$ cat src/rtl/fir_sym_prog.sv
// Programmable symmetric (linear-phase) FIR with double-buffered coefficients,
// optional decimation and saturation, and a full-precision accumulator tap.
`timescale 1ns/1ps
module fir_sym_prog #(
  parameter int  DW         = 4,
  parameter int  TAPS       = 27,
  parameter int  CW         = 9,
  parameter int  FRAC       = 8,
  parameter int  SATURATION = 1,
  parameter int  DECIM      = 1,
  localparam int NS         = (TAPS + 1) / 2,
  localparam int AD         = $clog2(NS),
  localparam int AW         = DW + 1 + CW + $clog2(NS)
) (
  input  logic          clk,
  input  logic          rst_n,
  input  logic [DW-1:0] din,
  input  logic          in_valid,
  input  logic          coef_we,
  input  logic [AD-1:0] coef_addr,
  input  logic [CW-1:0] coef_wdata,
  input  logic          coef_commit,
  input  logic          sat_clr,
  output logic [DW-1:0] dout,
  output logic          out_valid,
  output logic [AW-1:0] acc_out,
  output logic          sat_flag
);

  localparam int SW  = DW + 1;
  localparam int PW  = DW + 1 + CW;
  localparam int DCW = (DECIM > 1) ? $clog2(DECIM) : 1;
  localparam logic signed [AW-1:0] R_MAX = AW'((2 ** (DW - 1)) - 1);
  localparam logic signed [AW-1:0] R_MIN = -AW'(2 ** (DW - 1));

  logic signed [DW-1:0] x_sr   [1:TAPS-1];
  logic signed [DW-1:0] x      [TAPS];
  logic signed [SW-1:0] ssum   [NS];
  logic signed [CW-1:0] shadow [NS];
  logic signed [CW-1:0] active [NS];
  logic signed [PW-1:0] prod   [NS];
  logic                 v1;
  logic                 emit1;
  logic [DCW-1:0]       dcnt;
  logic signed [AW-1:0] acc_c;
  logic signed [AW-1:0] r_c;
  logic                 ovf_c;
  logic [DW-1:0]        res_c;
  logic                 emit2;

  // Offset binary to two's complement is just an MSB flip.
  always_comb begin
    x[0] = {~din[DW-1], din[DW-2:0]};
    for (int i = 1; i < TAPS; i++) x[i] = x_sr[i];
  end

  // Fold mirrored taps so each unique coefficient needs only one multiply.
  always_comb begin
    for (int k = 0; k < NS - 1; k++) ssum[k] = SW'(x[k]) + SW'(x[TAPS-1-k]);
    ssum[NS-1] = SW'(x[NS-1]);
  end

  // NOTE: sequential state uses non-blocking assignments so every register
  // samples pre-edge values regardless of block ordering.
  always_ff @(posedge clk or negedge rst_n) begin
    if (!rst_n) begin
      for (int i = 1; i < TAPS; i++) x_sr[i] <= '0;
    end else if (in_valid) begin
      for (int i = 1; i < TAPS; i++) x_sr[i] <= x[i-1];
    end
  end

  // NOTE: both coefficient banks are small register files, not RAM, so they
  // can and must be cleared by reset to give a known all-zero filter.
  always_ff @(posedge clk or negedge rst_n) begin
    if (!rst_n) begin
      for (int k = 0; k < NS; k++) begin
        shadow[k] <= '0;
        active[k] <= '0;
      end
    end else begin
      if (coef_commit) begin
        for (int k = 0; k < NS; k++) active[k] <= shadow[k];
      end
      if (coef_we && (int'(coef_addr) < NS)) shadow[coef_addr] <= coef_wdata;
    end
  end

  // Stage 1: products plus valid/emit qualifiers.
  always_ff @(posedge clk or negedge rst_n) begin
    if (!rst_n) begin
      for (int k = 0; k < NS; k++) prod[k] <= '0;
      v1    <= 1'b0;
      emit1 <= 1'b0;
      dcnt  <= '0;
    end else begin
      v1 <= in_valid;
      if (in_valid) begin
        for (int k = 0; k < NS; k++) prod[k] <= PW'(ssum[k]) * PW'(active[k]);
        emit1 <= (dcnt == DCW'(DECIM - 1));
        dcnt  <= (dcnt == DCW'(DECIM - 1)) ? '0 : dcnt + 1'b1;
      end
    end
  end

  // NOTE: every always_comb output is given a default before any branch so
  // no path leaves it unassigned and no latch is inferred.
  always_comb begin
    acc_c = '0;
    for (int k = 0; k < NS; k++) acc_c = acc_c + AW'(prod[k]);
    r_c   = acc_c >>> FRAC;
    ovf_c = (r_c > R_MAX) || (r_c < R_MIN);
    res_c = r_c[DW-1:0];
    if ((SATURATION != 0) && ovf_c) res_c = (r_c > R_MAX) ? R_MAX[DW-1:0] : R_MIN[DW-1:0];
  end

  assign emit2 = v1 & emit1;

  // Stage 2: output register; dout/acc_out only move on emitted samples.
  always_ff @(posedge clk or negedge rst_n) begin
    if (!rst_n) begin
      dout      <= {1'b1, {(DW-1){1'b0}}};
      out_valid <= 1'b0;
      acc_out   <= '0;
      sat_flag  <= 1'b0;
    end else begin
      out_valid <= emit2;
      if (emit2) begin
        dout    <= {~res_c[DW-1], res_c[DW-2:0]};
        acc_out <= acc_c;
      end
      if (emit2 && ovf_c) sat_flag <= 1'b1;
      else if (sat_clr)   sat_flag <= 1'b0;
    end
  end

endmodule

$ cat config.mk
export PLATFORM = sky130hd
export DESIGN_NAME = fir_sym_prog
export DESIGN_NICKNAME = d
export VERILOG_FILES = /design/src/rtl/fir_sym_prog.sv
export SDC_FILE = /design/constraint.sdc
export NUM_CORES = 2
export LEC_CHECK = 0
export ABC_AREA = 1
export CAP_MARGIN = 20
export CORE_MARGIN = 4
export CORE_UTILIZATION = 62
export CTS_BUF_LIST = sky130_fd_sc_hd__clkbuf_16
export CTS_CLUSTER_SIZE = 25
export DETAILED_ROUTE_END_ITERATION = 10
export GPL_TIMING_DRIVEN = 1
export MAX_ROUTING_LAYER = met4
export PLACE_DENSITY = 0.79
export SYNTH_ARGS = -nofsm -noshare
export SYNTH_HDL_FRONTEND = slang
export SYNTH_SLANG_ARGS = --single-unit
$ cat constraint.sdc
create_clock -name clk -period 7.9 [get_ports clk]
set_input_delay 1.185 -clock clk [delete_from_list [all_inputs] [get_ports clk]]
set_output_delay 1.185 -clock clk [all_outputs]
set_load 0.02 [all_outputs]
After elaboration in Yosys (flattened, before gate mapping)
Index checks and enable logic that the tools add are counted.
Widths: inputs -> output; s select.
Operators by class
  bitwise gates (word level): 5
  add/subtract/negate cells: 27
  reductions and logical operators: 5
  mux-type cells: 8
  magnitude comparators: 5
  multiply operators: 14
Operators with widths (number)
  $mul 5x9->14: 13
  $add 18x14->18: 8
  $bwmux 126: 1
  $add 4x4->5: 13
  $demux 9 s4: 1
  $add 17x14->18: 1
  $add 18x13->18: 1
  $add 16x14->17: 1
  $add 15x14->16: 1
  $add 14x14->15: 1
  $mul 4x9->13: 1
  $gt 10x4->1 const B: 1
  $lt 10x4->1 const B: 1
  $mux 9: 1
  $mux 4: 2
  $ge 5x5->1 const B: 1
  $lt 5x1->1 const B: 1
  $not 4->5: 1
  $lt 4x4->1 const B: 1
  $logic_and 1x1->1: 3
  $mux 1: 3
  $not 1->1: 3
  $reduce_bool 2->1: 1
  $add 1x1->1 const B: 1
  2 further kinds: 2
Word-level totals
  input bits: 23
  register bits: 578
  output and inout bits: 24
  word-level logic and storage cells: 139

Longest topological paths before layout
  word-level depth: 17
  depth in mapped cells: 29
  depth with buffers taken out: 29

Worst setup path before layout
OpenSTA, ideal clock, no wires.
  path type: input -> register
  from: input port din[0]
  to: register prod[195] in the netlist's numbering
  slack: 2.700 ns
  data arrival time: 5.082 ns
  stages on the path: 24
  buffers on the path: 0
  library setup time: 0.118 ns
  cell sequence: ha_1 > fa_1 > nand2_1 > inv_1 > o31ai_1 > nand2_1 > inv_1 > nand2_1 > fa_1 > fa_1 > fa_1 > fa_1 > inv_1 > nand3_1 > nand2_1 > a31oi_1 > o21ai_0 > nand2_1 > nand2_1 > nand2_1 > nand2_1 > nand2_1 > nand3_1 > nand2_1
Between the ends
  longest elaborated chain between the ends: 2
RTL lines
  start, declared: line 17  | input logic [DW-1:0] din,
  $add 4x4->5: line 59  | for (int k = 0; k < NS - 1; k++) ssum[k] = SW'(x[k]) + SW'(x[TAPS-1-k]);
  $mul 5x9->14: line 99  | for (int k = 0; k < NS; k++) prod[k] <= PW'(ssum[k]) * PW'(active[k]);
  end, declared: line 41  | logic signed [PW-1:0] prod [NS];
Every way passes these cells.
A chain may end at the register's enable or synchronous reset.

Final worst setup path
Same ends and word-level chain as after synthesis.

==> key figures <==
Run status
  – Status: finished, final reports clean

Drt
  – Wire per inst: approximately 17 um
  – DRT Pass-1 Iters: 5
  – WL final: 121000 um
  – DRC: 0
  – ANT nets after route: 0
  – Vias per cell: ~5.4
  – Via Count: roughly 38000
  – Starting DRT DRC Count: around 3000

Final layout
  – Register area: 14400 sq um
  – Layout cells sized above 1: 0.0293
  – Fin nets: 6922
  – FILL cells: roughly 6400
  – Footprint of the multi-input gates: around 30000 sq um
  – Area Overhead vs Synth: 7.56%

Yosys
  – Mapped Cells: 5931
  – Yosys top cell area share: 0.289
  – Synth area leaders: dfrtp_1 (29%), fa_1 (23%), nand2_1 (13%)
  – Cell Area, Synth: ~50000 sq um
  – Number of flops mapped to enable cells by yosys: 0
  – Syn nets: 6934
  – Most frequent cell after synthesis: nand2_1
  – Cell variety after synth: 42
  – Sequential element share of the synthesized area: 0.290
  – #FFs+latches synth: 577
  – Async SR Flop Fraction: 1.00
  – Mean Syn Cell Area: 8.39 sq um
  – Most frequent cells after synthesis: nand2_1 (1665), inv_1 (1311), fa_1 (583), dfrtp_1 (576), o21ai_0 (409)
  – Prevailing post-synth register cell: dfrtp_1
  – Synth Warn #: 0
  – Area leader, netlist: dfrtp_1

Die
  – Die Y: a little under 300 um
  – Std cell rows: 103
  – Initial core utilization: 0.628
  – Io pins: between 40 and 50
  – Floorplan core area: around 79000 sq um
  – Die X: 291 um
  – Die area: ~85000 sq um

Critical path
  – Crit path DAT: 6.39 ns
  – Worst r2r path cells: 25
  – Reg-to-reg slack, setup: 2.30 ns
  – Maximum net fanout on the critical path: 7
  – WS Path Type: input pin to flip-flop
  – Worst Setup End Kind: flip-flop
  – CP Launch Type: input pin
  – Worst path required time: 8.39 ns

STA
  – Worst slew pin tran: 1.12 ns
  – Final max-slew violation count: 0
  – Fin crit share: 0.746
  – Layout Skew: 0.0269 ns
  – Min cycle time layout: approximately 5.9 ns
  – Sum Neg Setup Slack: 0 ns
  – Hold Vio Cnt, Final: 0
  – Slew Limit Headroom: 0.245
  – RSZ-0062 raised after global routing: no
  – FMAX: 170 MHz
  – # setup viols final: 0

Clock tree
  – Post CTS Setup Buffer Count: 0
  – # clock sinks: 577
  – Num CTS Buffers: 68
  – Hold-fix buffers, CTS: 0
  – Worst-Skew Late Latency: around 0.63 ns
  – Clock transition at path regs: ~0.06 ns
  – CTS tree: built
  – Post-CTS resize count: 0
  – Clock buffer depth: 3
  – H-tree depth: 3
  – CTS root buffer: clkbuf_16

GRT
  – Remaining global-route overflow: 0
  – Vias in the first global route: 37975
  – GRT Util Overall: 0.300
  – Antenna violations before repair: 7
  – Largest net degree at the start of global routing: 144
  – First-pass GRT wire length: 197000 um

Hold path
  – Worst Hold Class: flip-flop to flip-flop
  – WHS Path Cells: 2

Placement
  – Half-perimeter wire length after placement: 92900 um
  – RePlAce Congestion: between 0.9 and 1
  – I/O Buffers: 46

Run
  – Max-cap viol count: 0
path summary, 6_finish.rpt:
check / end / startpoint
setup / recovery: prod[195] / din[0]
hold / removal: active[59] / shadow[59]
setup reg to reg: dout[1] / prod[97]
hold reg to reg: active[59] / shadow[59]
max in group asynchronous: shadow[60] / rst_n
min in group asynchronous: prod[187] / rst_n
flip-flops by register name, indices dropped and copies added, names as in the netlist:
| register | count |
|---|---|
| acc_out | 18 |
| active | 126 |
| dout | 4 |
| emit1 | 1 |
| out_valid | 1 |
| prod | 195 |
| sat_flag | 1 |
| shadow | 126 |
| ssum | 4 |
| v1 | 1 |
| x | 100 |
layer usage:
metal,track usage,up-vias,wire [um]
li1,-,17874,-
met1,0.390,18475,50300
met2,0.473,1143,57200
met3,0.0574,219,9090
met4,0.117,0,4340
met5,-,-,0
layout by cell type, fill, tap and decap left out, types with 12 or more instances in the layout:
cell type / n
a31oi_1: 34
nand3_1: 100
a21oi_1: 145
ha_1: 397
a21o_1: 24
fa_1: 583
o22ai_1: 12
o21ai_0: 409
xnor2_1: 68
nand2_1: 1665
nand4_1: 13
nor3_1: 21
nor2_1: 223
clkbuf_16: 70
o31ai_1: 13
xor2_1: 94
buf_4: 18
clkdlybuf4s50_1: 43
inv_1: 1313
dfrtp_1: 576
cell families (layout without fill, tap and decap cells):
logic type               after synthesis  count (layout)  synth area share
AO/OA/AOI/OAI                        688             688            0.0746
XOR/XNOR                             162             162            0.0285
adder cells (fa/ha/maj)              980             980             0.334
buffers and inverters               1463            1504             0.111
flip-flops                           577             577             0.290
multiplexers                           4               4          0.000905
other                                  0              11                 0
AND/OR/NAND/NOR                     2057            2057             0.161
metrics by stage:
stage | std cells | setup slack [ns] | utilization | area, sq um | hold slack [ns]
floorplan | 5931 | 2.70 | - | 49800 | 0.439
CTS | 7019 | 2.08 | 0.675 | 53500 | 0.478
global placement | 6896 | 1.47 | 0.646 | 51200 | 0.456
finish | 7033 | 2.01 | 0.676 | 53600 | 0.472
detailed placement | 6896 | 1.44 | 0.646 | 51200 | 0.465
global route | 7028 | 1.64 | 0.676 | 53500 | 0.491
cell type report:
| cell class | instances | area share |
|---|---|---|
| Antenna cell | 11 | 0.000514 |
| Clock buffer | 70 | 0.0327 |
| Clock inverter | 53 | 0.0105 |
| Inverter | 1313 | 0.0922 |
| Multi-Input combinational cell | 3891 | 0.557 |
| Sequential cell | 577 | 0.270 |
| Tap cell | 1050 | 0.0245 |
| Timing Repair Buffer | 68 | 0.0128 |
worst max-delay path: stages:
cell             delay [ns]
clkdlybuf4s50_1        0.61
ha_1                   0.34
fa_1                   0.41
nand2_1                0.09
inv_1                  0.05
nor2_1                 0.43
inv_1                  0.19
nor2_1                 0.14
ha_1                   0.25
ha_1                   0.29
inv_1                  0.07
fa_1                   0.40
inv_1                  0.06
ha_1                   0.21
inv_1                  0.08
fa_1                   0.41
inv_1                  0.09
nand3_1                0.07
nand2_1                0.13
a31oi_1                0.14
o21ai_0                0.29
nand2_1                0.08
nand2_1                0.06
nand2_1                0.06
nand2_1                0.06
nand2_1                0.05
nand3_1                0.06
nand2_1                0.06
Power is not shown: default switching activity piles up to over one toggle a cycle in this logic, so the estimate is an artifact.
